### src/rtl/exp6_controle_exibicao.sv
// exp6_controle_exibicao
// Plays the stored color sequence back to the player: walks the sequence
// memory address from 0 up to a latched limit, holding the LED display
// enable for T_ON cycles per item, then pulses pronto for one cycle.
//
// Build option: define EXIBE_GAP_EN to build the dark-gap state (apaga),
// which inserts T_OFF cycles with the display off after every item so that
// repeated colors are visibly separated. Without it, acende goes straight
// to proximo and T_OFF is ignored.
module exp6_controle_exibicao #(
    parameter int ADDR_W = 4,
    parameter int T_ON   = 1000,
    parameter int T_OFF  = 250
) (
    input  logic              clock,
    input  logic              reset,
    input  logic              iniciar,
    input  logic [ADDR_W-1:0] limite,
    output logic [ADDR_W-1:0] endereco,
    output logic              leds_en,
    output logic              ocupado,
    output logic              pronto,
    output logic [3:0]        db_estado
);

    // Timer must hold values up to max(T_ON, T_OFF) - 1; keep at least one bit.
    localparam int T_MAX = (T_ON > T_OFF) ? T_ON : T_OFF;
    localparam int TMR_W = (T_MAX > 1) ? $clog2(T_MAX) : 1;
    localparam logic [TMR_W-1:0] ON_LAST = TMR_W'(T_ON - 1);

`ifdef EXIBE_GAP_EN
    localparam logic [TMR_W-1:0] OFF_LAST = TMR_W'(T_OFF - 1);

    typedef enum logic [3:0] {
        OCIOSO  = 4'h0,
        CARREGA = 4'h1,
        ACENDE  = 4'h2,
        APAGA   = 4'h3,
        PROXIMO = 4'h4,
        FIM     = 4'hF
    } estado_t;
`else
    typedef enum logic [3:0] {
        OCIOSO  = 4'h0,
        CARREGA = 4'h1,
        ACENDE  = 4'h2,
        PROXIMO = 4'h4,
        FIM     = 4'hF
    } estado_t;
`endif

    estado_t           estado;
    logic [TMR_W-1:0]  timer;
    logic [ADDR_W-1:0] lim_reg;

    // Sequencer FSM; Moore outputs are registered and set on entry to each state.
    always_ff @(posedge clock or posedge reset) begin
        if (reset) begin
            estado   <= OCIOSO;
            timer    <= '0;
            lim_reg  <= '0;
            endereco <= '0;
            leds_en  <= 1'b0;
            ocupado  <= 1'b0;
            pronto   <= 1'b0;
        end else begin
            case (estado)
                OCIOSO: begin
                    if (iniciar) begin
                        estado   <= CARREGA;
                        ocupado  <= 1'b1;
                        endereco <= '0;
                        timer    <= '0;
                    end
                end

                CARREGA: begin
                    // limite is captured here so later changes cannot affect this run
                    lim_reg  <= limite;
                    endereco <= '0;
                    timer    <= '0;
                    estado   <= ACENDE;
                    leds_en  <= 1'b1;
                end

                ACENDE: begin
                    if (timer == ON_LAST) begin
                        timer   <= '0;
                        leds_en <= 1'b0;
`ifdef EXIBE_GAP_EN
                        estado  <= APAGA;
`else
                        estado  <= PROXIMO;
`endif
                    end else begin
                        timer <= timer + 1'b1;
                    end
                end

`ifdef EXIBE_GAP_EN
                APAGA: begin
                    if (timer == OFF_LAST) begin
                        timer  <= '0;
                        estado <= PROXIMO;
                    end else begin
                        timer <= timer + 1'b1;
                    end
                end
`endif

                PROXIMO: begin
                    // Compare before incrementing so the address never wraps
                    if (endereco == lim_reg) begin
                        estado  <= FIM;
                        ocupado <= 1'b0;
                        pronto  <= 1'b1;
                    end else begin
                        endereco <= endereco + 1'b1;
                        estado   <= ACENDE;
                        leds_en  <= 1'b1;
                    end
                end

                FIM: begin
                    // iniciar is deliberately not looked at here
                    pronto <= 1'b0;
                    estado <= OCIOSO;
                end

                default: begin
                    estado  <= OCIOSO;
                    timer   <= '0;
                    leds_en <= 1'b0;
                    ocupado <= 1'b0;
                    pronto  <= 1'b0;
                end
            endcase
        end
    end

    // Debug state code; any encoding outside the built state set reads as E.
    always_comb begin
        db_estado = 4'hE;
        case (estado)
            OCIOSO:  db_estado = 4'h0;
            CARREGA: db_estado = 4'h1;
            ACENDE:  db_estado = 4'h2;
`ifdef EXIBE_GAP_EN
            APAGA:   db_estado = 4'h3;
`endif
            PROXIMO: db_estado = 4'h4;
            FIM:     db_estado = 4'hF;
            default: db_estado = 4'hE;
        endcase
    end

endmodule

### config.mk
export PLATFORM = sky130hd
export DESIGN_NAME = exp6_controle_exibicao
export DESIGN_NICKNAME = d
export VERILOG_FILES = /design/src/rtl/exp6_controle_exibicao.sv
export SDC_FILE = /design/constraint.sdc
export NUM_CORES = 1
export LEC_CHECK = 0
export ABC_AREA = 1
export CAP_MARGIN = 5
export CORE_AREA = 2 2 58 60
export CTS_CLUSTER_DIAMETER = 60
export DETAILED_ROUTE_END_ITERATION = 16
export DIE_AREA = 0 0 60 62
export GPL_TIMING_DRIVEN = 0
export PLACE_DENSITY = 0.72
export SYNTH_ARGS = -nofsm -noshare
export SYNTH_HDL_FRONTEND = slang
export SYNTH_SLANG_ARGS = --single-unit
### constraint.sdc
create_clock -name clock -period 1.6 [get_ports clock]
set_input_delay 0.32 -clock clock [delete_from_list [all_inputs] [get_ports clock]]
set_output_delay 0.32 -clock clock [all_outputs]
set_load 0.02 [all_outputs]
# [Word level (Yosys, flattened, before mapping)]
# Index checks and enable logic that the tools add are counted.
[op_classes] n_addsub=2 n_mul=0 div=0 order_cmp=0 eq_ne=10 n_shift=0 n_mux=19 n_bitwise=4 reduce_logical=12
[op_table] operator="one-hot mux 10 bit (3 select lines)" n=1
[op_table] operator="two-way mux 10 bit" n=2
[op_table] operator="two-way mux 4 bit" n=5
[op_table] operator="one-hot mux 4 bit (5 select lines)" n=1
[op_table] operator="one-hot mux 4 bit (4 select lines)" n=1
[op_table] operator="one-hot mux 4 bit (3 select lines)" n=1
[op_table] operator="adder 10 x 1 -> 10 bit (second input constant)" n=1
[op_table] operator="equality test 10 bit (second input constant)" n=1
[op_table] operator="AND reduction 3 bit" n=3
[op_table] operator="inequality test 2 bit (second input constant)" n=4
[op_table] operator="AND reduction 2 bit" n=3
[op_table] operator="OR reduction 3 bit" n=2
[op_table] operator="two-way mux 1 bit" n=5
[op_table] operator="adder 4 x 1 -> 4 bit (second input constant)" n=1
[op_table] operator="equality test 4 x 1 -> 1 bit (second input constant)" n=1
[op_table] operator="equality test 4 x 2 -> 1 bit (second input constant)" n=1
[op_table] operator="equality test 4 x 3 -> 1 bit (second input constant)" n=1
[op_table] operator="equality test 4 bit" n=1
[op_table] operator="equality test 4 bit (second input constant)" n=1
[op_table] operator="zero test 4 bit" n=1
[op_table] operator="inverter 1 bit" n=4
[op_table] operator="one-hot mux 1 bit (4 select lines)" n=1
[op_table] operator="OR reduction 2 bit" n=2
[op_table] operator="one-hot mux 1 bit (3 select lines)" n=1
[op_table] operator="other kinds (2)" n=2
[totals] register_bits=25 latchBits=0 ramBits=0 mem_bits_ro=0 inputBits=7 out_inout_bits=11 wordCells=54 memories=0

# [Longest topological paths before layout]
# Gate-level depths: netlist of run 1.
[depth] depth_word=4 ltp_mapped=9

# [Worst setup path after synthesis of run 1]
# OpenSTA, ideal clock, no wires.
[synth_path] kind="register -> output" start="reg estado[1]" end="out db_estado[3]" arrival_time_ns=1.141 required_time_ns=1.280 path_slack_ns=0.139 path_stages_with_launch=5 path_buffers=0 path_cell_list="dfrtp_1 -> inv_2 -> o21ai_1 -> nand2_1 -> inv_1"
[synth_between] elab_chain_cells=2 word_cells_on_any_way=6
[synth_lines] item="start, declared" line_no="52" source="estado_t estado;"
[synth_lines] item="start signal, assigned" line_no="59" source="estado <= OCIOSO;"
[synth_lines] item="start signal, assigned" line_no="70" source="estado <= CARREGA;"
[synth_lines] item="start signal, assigned" line_no="82" source="estado <= ACENDE;"
[synth_lines] item="equality test 4 bit (tied with other cells)" line_no="144" source="case (estado)"
[synth_lines] item="one-hot mux 4 bit (5 select lines) *" line_no="144"
[synth_lines] item="end, declared" line_no="23" source="output logic [3:0] db_estado"
# Mark *: on every way between the ends. The rest lies on a longest branch, timed or not.

# [Final worst setup path of run 1]
[layout_path] start="reg estado[2]" end="out db_estado[3]"
# Same word-level chain as after synthesis.

==> results.txt, run 1 <==
Setup repair after global routing could not meet its margin everywhere. The horizontal die dimension is roughly 60 um. Entering global routing, the biggest net connects 26 pins. Of all nets on the critical path, the largest fanout is 4. The first TritonRoute pass finished after 4 iterations.

The worst setup path is captured at a primary output. The via count of the first global-routing pass came out at ~1,200. The worst clock skew on the final layout is approximately 1.7 ps. The number of clock sinks came out at 25.

The number of rows created at floorplan came out at 21. The wire length of the first global-routing pass came out at 5470 um. The clock network power share came out at a little over a tenth.

After clock tree synthesis, the clock-pin slew on the worst setup and hold paths is about 140 ps. The number of endpoints with negative hold slack in the final report came out at 0. The detail route stage leaves a number of antenna-violating nets equal to 0. The count of vias placed by the detailed router is around 1,300.

The clock tree from TritonCTS is yes. The share of the synthesized area in the top cell type came out at a little over two fifths. The total power density per cell area is ~1500 nW/um^2.

In this run the cell area measured after placement is around 1700 sq um. The fraction of final layout cells sized beyond drive strength 1 is 22.5%. Excluding fillers, the count of instances in the completed layout stands at 259. The number of nets in the final layout came out at roughly 220.

The final weighted congestion in routability-driven placement is 0.795. From synthesis to final layout, the design area changed by 22.8%. The H-tree depth is 1.

OpenSTA, run right after detailed placement, puts the worst setup slack at -333 ps. The area of the die is around 3700 sq um. Input and output buffers added on the ports amount to 17. The sequential share of the synthesized area is a little over two fifths. The post-layout instance area is ~1800 sq um. The first routing iteration left 33 violations. The final reports fail on negative setup slack. The initial antenna violation count came out at 0. The residual DRC count is 0.

The path class of the tightest hold or removal check is in -> async. The mean routed wirelength per cell came out at about 12 um. For the worst setup path, the data required time is roughly 1300 ps. For this design the total switching power over the nets is 0.00132 W. Max-cap violations in this run came to 0.

Timing would allow up to between 0.6 and 0.7 GHz. The cell area after synthesis came out at 1490 sq um. Pin placement for this block handled 18 I/O pins.

Of all cell types, the one taking the most synthesized area is sky130_fd_sc_hd__dfrtp_1. The number of synthesized register bits came out at 25. The total routing usage reported by global routing came out at around a fifth.

The insertion delay of the later-clocked pin in the worst-skew pair came out at between 300 and 400 ps. Including well taps, the total number of placed cells is 248. The final worst-path cycle share is 104%. Leaving out fill and tap cells, the most frequent cell in the layout is sky130_fd_sc_hd__nand2_1.

The average size of a mapped cell is slightly above 8 sq um. The repair_antennas step left the layout with diodes totalling 0. The critical path goes through nor2_4 > o21ai_4 > nand2_1 > inv_2 > buf_6. The net count of the mapped netlist is 194. The total global routing overflow is 0.

The register with the most flip-flops in the layout has 10 of them. Grouping stages by cell kind, the critical path spends the most delay in flip-flops. The HPWL reported at the end of detailed placement is 2210 um.

The number of buffers inserted during clock tree synthesis is 3. The data arrival at the endpoint of the critical path is about 1400 ps. Of the total power, registers draw about a third. The count of distinct cell types in the synthesized netlist is 28.

The critical path is of the reg -> out type. Clock tree synthesis selected as its root buffer the cell sky130_fd_sc_hd__clkbuf_4. The initial cell density of the core came out at between 40 and 50%. The routed wire length is approximately 3200 um. The chip height is between 60 and 70 um.

The maximum single-stage delay on the critical path is around 460 ps. Setup violations remaining at the end of the flow were counted as 2. The flow ran to the end, but the final reports show violations. In the layout the commonest cells are sky130_fd_sc_hd__nand2_1, sky130_fd_sc_hd__dfrtp_1, sky130_fd_sc_hd__inv_1.

The number of instances in the synthesized netlist is 185. After synthesis, the cell types taking the most area are sky130_fd_sc_hd__dfrtp_1, sky130_fd_sc_hd__nand2_1, sky130_fd_sc_hd__nand3_1. Measured against its own limit, the worst slew margin works out to between 30 and 40%. For the pin with the worst max-slew slack, the measured transition is about 930 ps. The leakage dissipation is approximately 0.92 nW. More flip-flops sit in one register than any other, and that register is timer.

The slowest stage of the critical path is the sky130_fd_sc_hd__dfrtp_2 cell. Counting both buffers and inverters, the worst setup path holds a total of 2. The net switching share of the total power came out at approximately 47%.

After layout, the worst setup slack is -65.2 ps. The worst setup path is launched from a flop. The final number of max-transition violations came out at 0. The fraction of power consumed by combinational cells is ~56%.

The placeable core region came out at between 3000 and 4000 sq um. The clock passes through at most 2 buffers. The average via count per standard cell is slightly below 5. Cell internal power was estimated by the tool at ~0.0015 W.

For the finished layout, the period the worst path requires is between 1500 and 2000 ps. The maximum ir drop on the vdd rail came out at between 800 and 900 uV. The count of yosys warnings during synthesis came out at 0.
-- per-layer routing --
layer  global-route usage [%]  part of all wire [%]
met1                     26.0                    46
met2                     33.7                    49
met3                     2.07                   2.4
met4                     7.62                   1.8
met5                        0                     0
-- cells in the mapped netlist --
library cell / number
sky130_fd_sc_hd__o32ai_1: 1
sky130_fd_sc_hd__o211ai_2: 1
sky130_fd_sc_hd__o21ai_0: 1
sky130_fd_sc_hd__or2_2: 1
sky130_fd_sc_hd__o22ai_1: 1
sky130_fd_sc_hd__xnor2_1: 1
sky130_fd_sc_hd__nand3_4: 2
sky130_fd_sc_hd__ha_1: 2
sky130_fd_sc_hd__o21bai_1: 2
sky130_fd_sc_hd__dfrtp_1: 25
sky130_fd_sc_hd__nand3_2: 3
sky130_fd_sc_hd__a21oi_1: 5
sky130_fd_sc_hd__nor2_1: 15
sky130_fd_sc_hd__inv_2: 7
sky130_fd_sc_hd__nand4_4: 1
sky130_fd_sc_hd__xor2_1: 3
sky130_fd_sc_hd__nand3_1: 16
sky130_fd_sc_hd__mux2_2: 3
sky130_fd_sc_hd__nor2_8: 1
sky130_fd_sc_hd__nor2_2: 3
sky130_fd_sc_hd__inv_1: 20
sky130_fd_sc_hd__a21oi_2: 1
sky130_fd_sc_hd__nor2_4: 3
sky130_fd_sc_hd__nand2_1: 51
sky130_fd_sc_hd__nand4_1: 8
sky130_fd_sc_hd__nand2_2: 1
sky130_fd_sc_hd__nand3b_1: 1
sky130_fd_sc_hd__o21ai_1: 6
-- power groups by stage --
stage / Clock (W) / Sequential, W / Combinational (W)
floorplan: 0 / 0.000973 / 0.00100
global placement: 0 / 0.000943 / 0.00144
detailed placement: 0 / 0.000949 / 0.00147
CTS: 0.000302 / 0.000938 / 0.00158
global route: 0.000328 / 0.000967 / 0.00177
finish: 0.000293 / 0.000942 / 0.00159
-- worst reg2reg max path, cell delays in order (launching register included) --
cell	delay, ps
sky130_fd_sc_hd__dfrtp_2	460
sky130_fd_sc_hd__buf_4	150
sky130_fd_sc_hd__nand4_4	80
sky130_fd_sc_hd__buf_4	160
sky130_fd_sc_hd__nand2_1	90
sky130_fd_sc_hd__nor2_4	200
sky130_fd_sc_hd__inv_2	90
sky130_fd_sc_hd__nand2_1	60
sky130_fd_sc_hd__nand2_1	60
-- logic make-up after synthesis --
logic type / Yosys count / share of synthesized area (%)
xor gates and xnor gates: 4 / 2.35
adders and majority gates: 2 / 1.68
and+or+nand+nor: 106 / 37.4
buffers and inverters: 27 / 6.81
AOI/OAI and AO/OA: 18 / 7.48
DFF: 25 / 42.0
muxes: 3 / 2.27
-- stage by stage --
step / hold slack (ps) / utilization, % / power (W) / TNS, ps
floorplan: 347 / - / 0.00197 / 0
global placement: 459 / 54.0 / 0.00238 / -822
detailed placement: 483 / 54.0 / 0.00242 / -832
CTS: 516 / 56.9 / 0.00282 / -78.0
global route: 532 / 57.5 / 0.00306 / -260
finish: 488 / 57.5 / 0.00283 / -68.0
-- path summary, 6_finish.rpt --
check                          start            to  slack, ps  depth (start not counted)
hold reg to reg              leds_en       leds_en        510                          2
hold / removal                 reset      timer[9]        490                          2
max in group asynchronous      reset     estado[0]        490                          2
setup reg to reg           estado[2]      timer[8]        130                          8
min in group clock           leds_en       leds_en        510                          2
setup / recovery           estado[2]  db_estado[3]        -70                          5
-- cell type report --
cell class / count / area (sq um)
Sequential cell: 25 / 629
Inverter: 27 / 109
Fill cell: 314 / 1350
Timing Repair Buffer: 24 / 213
Multi-Input combinational cell: 133 / 793
Tap cell: 46 / 57.6
Clock buffer: 4 / 26.3
-- timing repair --
item,in CTS,in global routing
setup endpoints to repair,11,5
cloned,0,0
pin swaps,5,2
setup buffers,7,0
resized for setup,36,6
hold buffers,0,0
(Power assumes the default switching activity.)
==> run 2: changes to the inputs <==
Settings changed: CORE_AREA 2 2 58 60 to 2 2 56 58, DIE_AREA 0 0 60 62 to 0 0 58 60, PLACE_DENSITY 0.72 to 0.76, SETUP_SLACK_MARGIN set to 0.02.
==> results.txt, run 2 (synthesized netlist as in run 1, its figures left out) <==
The final number of max-transition violations came out at 0. The clock network power share is 9.1%. The placed cell count is 235. The quantity of I/O buffers inserted on ports is 17. The initial cell density of the core is about half. For the worst setup path, the data required time is 1280 ps.

The number of flip-flops under the largest register name is 10. The post-route worst setup slack came out at -77.7 ps. The library cell used most frequently in the layout, excluding fill and tap cells, is sky130_fd_sc_hd__nand2_1. The area growth from synthesis to layout is 29.4%.

The routed wire length came out at 3840 um. 18 I/O pins were placed. The horizontal die dimension is between 50 and 60 um. The classification of the worst-slack hold path is in -> async.

The post-route met1 wirelength came out at 1570 um. Setup repair after global routing could not meet its margin everywhere. For the finished layout, the period the worst path requires is around 1700 ps. The number of clock sinks came out at 25. The root buffer cell chosen for the clock tree is sky130_fd_sc_hd__clkbuf_4.

Clock tree synthesis inserted a total of 3 buffers. The count of antenna-violating nets left after detailed routing came out at 0. In this run the worst setup path begins at estado[3]. The top cell types in the final layout, fill and taps aside, are sky130_fd_sc_hd__nand2_1, sky130_fd_sc_hd__dfrtp_1, sky130_fd_sc_hd__inv_1. The final worst-path cycle share is 105%. The startpoint identified for the worst register-to-register timing path is estado[3].

The clock input transition at the sequential cells of the worst setup and hold paths came out at 140 ps. The via count of the first global-routing pass was 1,377. The share of total power dissipated in sequential elements is between 20% and 30%. The insertion delay of the later-clocked pin in the worst-skew pair came out at between 300 and 400 ps. The total routing usage reported by global routing is between 20% and 30%. For this block, the via count after detailed routing is 1,430. Per report_power, the combinational group accounts for between 60% and 70% of the total. The number of nets in the final layout is ~230.

Along the worst path, the maximum fanout reaches 3. The minimum hold slack came out at between 400 and 500 ps. The violation count after the first detailed-route iteration is 65. The normalized max-slew margin came out at roughly 36%. The met2 wirelength from detailed routing is between 1500 and 2000 um. The maximum ir drop on the vdd rail came out at around 1400 uV. The net switching power is 0.00147 W. The count of hold-fix buffers inserted at cts is 0.

The area of the die came out at approximately 3500 sq um. Detailed placement ended at an HPWL of 2480 um. The total global routing overflow is 0.

Summed over all cells, the static leakage comes to between 0.9 and 1 nW. The cell area reported after detailed placement is 1700 sq um. The clock passes through at most 2 buffers. Entering global routing, the biggest net connects 26 pins. The highest routed metal layer is met4. The final setup violation count came out at 2. STA classifies the critical path endpoint as a primary output.

The finished layout holds roughly 260 standard cells, fillers aside. The post-placement worst setup slack came out at -329 ps. The average via count per standard cell came out at about 5.6. The transition time at the pin with the least slew margin is a little under 1000 ps.

The final weighted congestion in routability-driven placement is 0.796. From bottom edge to top edge, the die measures about 60 um. Based on the critical path, the design can be clocked at up to 0.596 GHz. The placeable core region is between 2000 and 3000 sq um.

The flow ran to the end, but the final reports show violations. The power after layout came out at between 0.003 and 0.004 W. The data arrival at the endpoint of the critical path came out at ~1400 ps.

The H-tree depth came out at 1. The mean routed wirelength per cell is approximately 15 um. Max-cap violations in this run came to 0. The worst setup path category is reg -> out. The initial antenna violation count is 0.

Detailed routing placed a total of around 210 um of wire on met3. The internal power is 0.00172 W. The residual DRC count is 0.

The number of diodes added for antenna fixing came out at 0. The wire length of the first global-routing pass is approximately 6400 um. The checks that failed: negative setup slack. The filler cell count in the final layout is 227. The total power density per cell area is 1650 nW/um^2.

The net switching share of the total power is between 40 and 50%. STA classifies the critical path startpoint as a flop. The register with the most flip-flops is timer. The fraction of final layout cells sized beyond drive strength 1 came out at between 20% and 30%. TritonCTS built the clock tree. Between clock sinks in the finished design, the worst skew comes to roughly 12 ps. The number of rows created at floorplan is 20. The number of endpoints with negative hold slack in the final report came out at 0. Before antenna repair, the detailed router went through 4 iterations. Once layout is done, the placed cells without fillers occupy 1930 sq um.
-- run 2: final cells by class --
| class | instances | area (sq um) | area share (%) |
|---|---|---|---|
| Clock buffer | 3 | 22.5 | 1.17 |
| Clock inverter | 1 | 5.00 | 0.260 |
| Inverter | 27 | 114 | 5.91 |
| Multi-Input combinational cell | 133 | 810 | 42.0 |
| Sequential cell | 25 | 628 | 32.6 |
| Tap cell | 33 | 41.3 | 2.14 |
| Timing Repair Buffer | 33 | 307 | 15.9 |
-- run 2: what timing repair did --
action                                  CTS  global route
pin swaps                                 3             4
gates resized for setup                  41             9
endpoints found under the setup margin   11            16
buffers inserted                         10             7
-- run 2: final timing paths --
path                                endpoint  slack (ps)  cells past startpoint
worst max-delay path            db_estado[3]         -80                      6
worst min-delay path              lim_reg[0]         490                      2
worst max register to register     estado[2]          70                      8
worst min register to register       ocupado         500                      2
max in group asynchronous          estado[0]         450                      2
min in group clock                   ocupado         500                      2
-- run 2: per-layer routing --
layer  track usage (%)  up-vias
li1                  -      678
met1              32.2      677
met2              40.9       63
met3              2.16       12
met4              9.30        0
met5                 0        -
-- run 2: metrics by stage --
stage	utilization, %	setup TNS, ps
6_report	66.4	-81.2
5_1_grt	66.4	-288
4_1_cts	64.1	-231
3_5_place_dp	58.6	-887
3_3_place_gp	58.6	-797
2_1_floorplan	-	0
-- run 2: worst max-delay path: stages (launching register included) --
cell and delay, ps:
sky130_fd_sc_hd__dfrtp_1 460, sky130_fd_sc_hd__nor2_4 170, sky130_fd_sc_hd__buf_6 120, sky130_fd_sc_hd__o21ai_4 70
sky130_fd_sc_hd__nand2_2 60, sky130_fd_sc_hd__inv_2 40, sky130_fd_sc_hd__buf_6 120
-- run 2: power by group through the flow --
stage | registers [W] | clock network, W | logic [W]
global placement | 0.000942 | 0 | 0.00142
floorplan | 0.000973 | 0 | 0.00100
finish | 0.000933 | 0.000289 | 0.00196
detailed placement | 0.000954 | 0 | 0.00147
global route | 0.000954 | 0.000317 | 0.00213
CTS | 0.000938 | 0.000298 | 0.00177
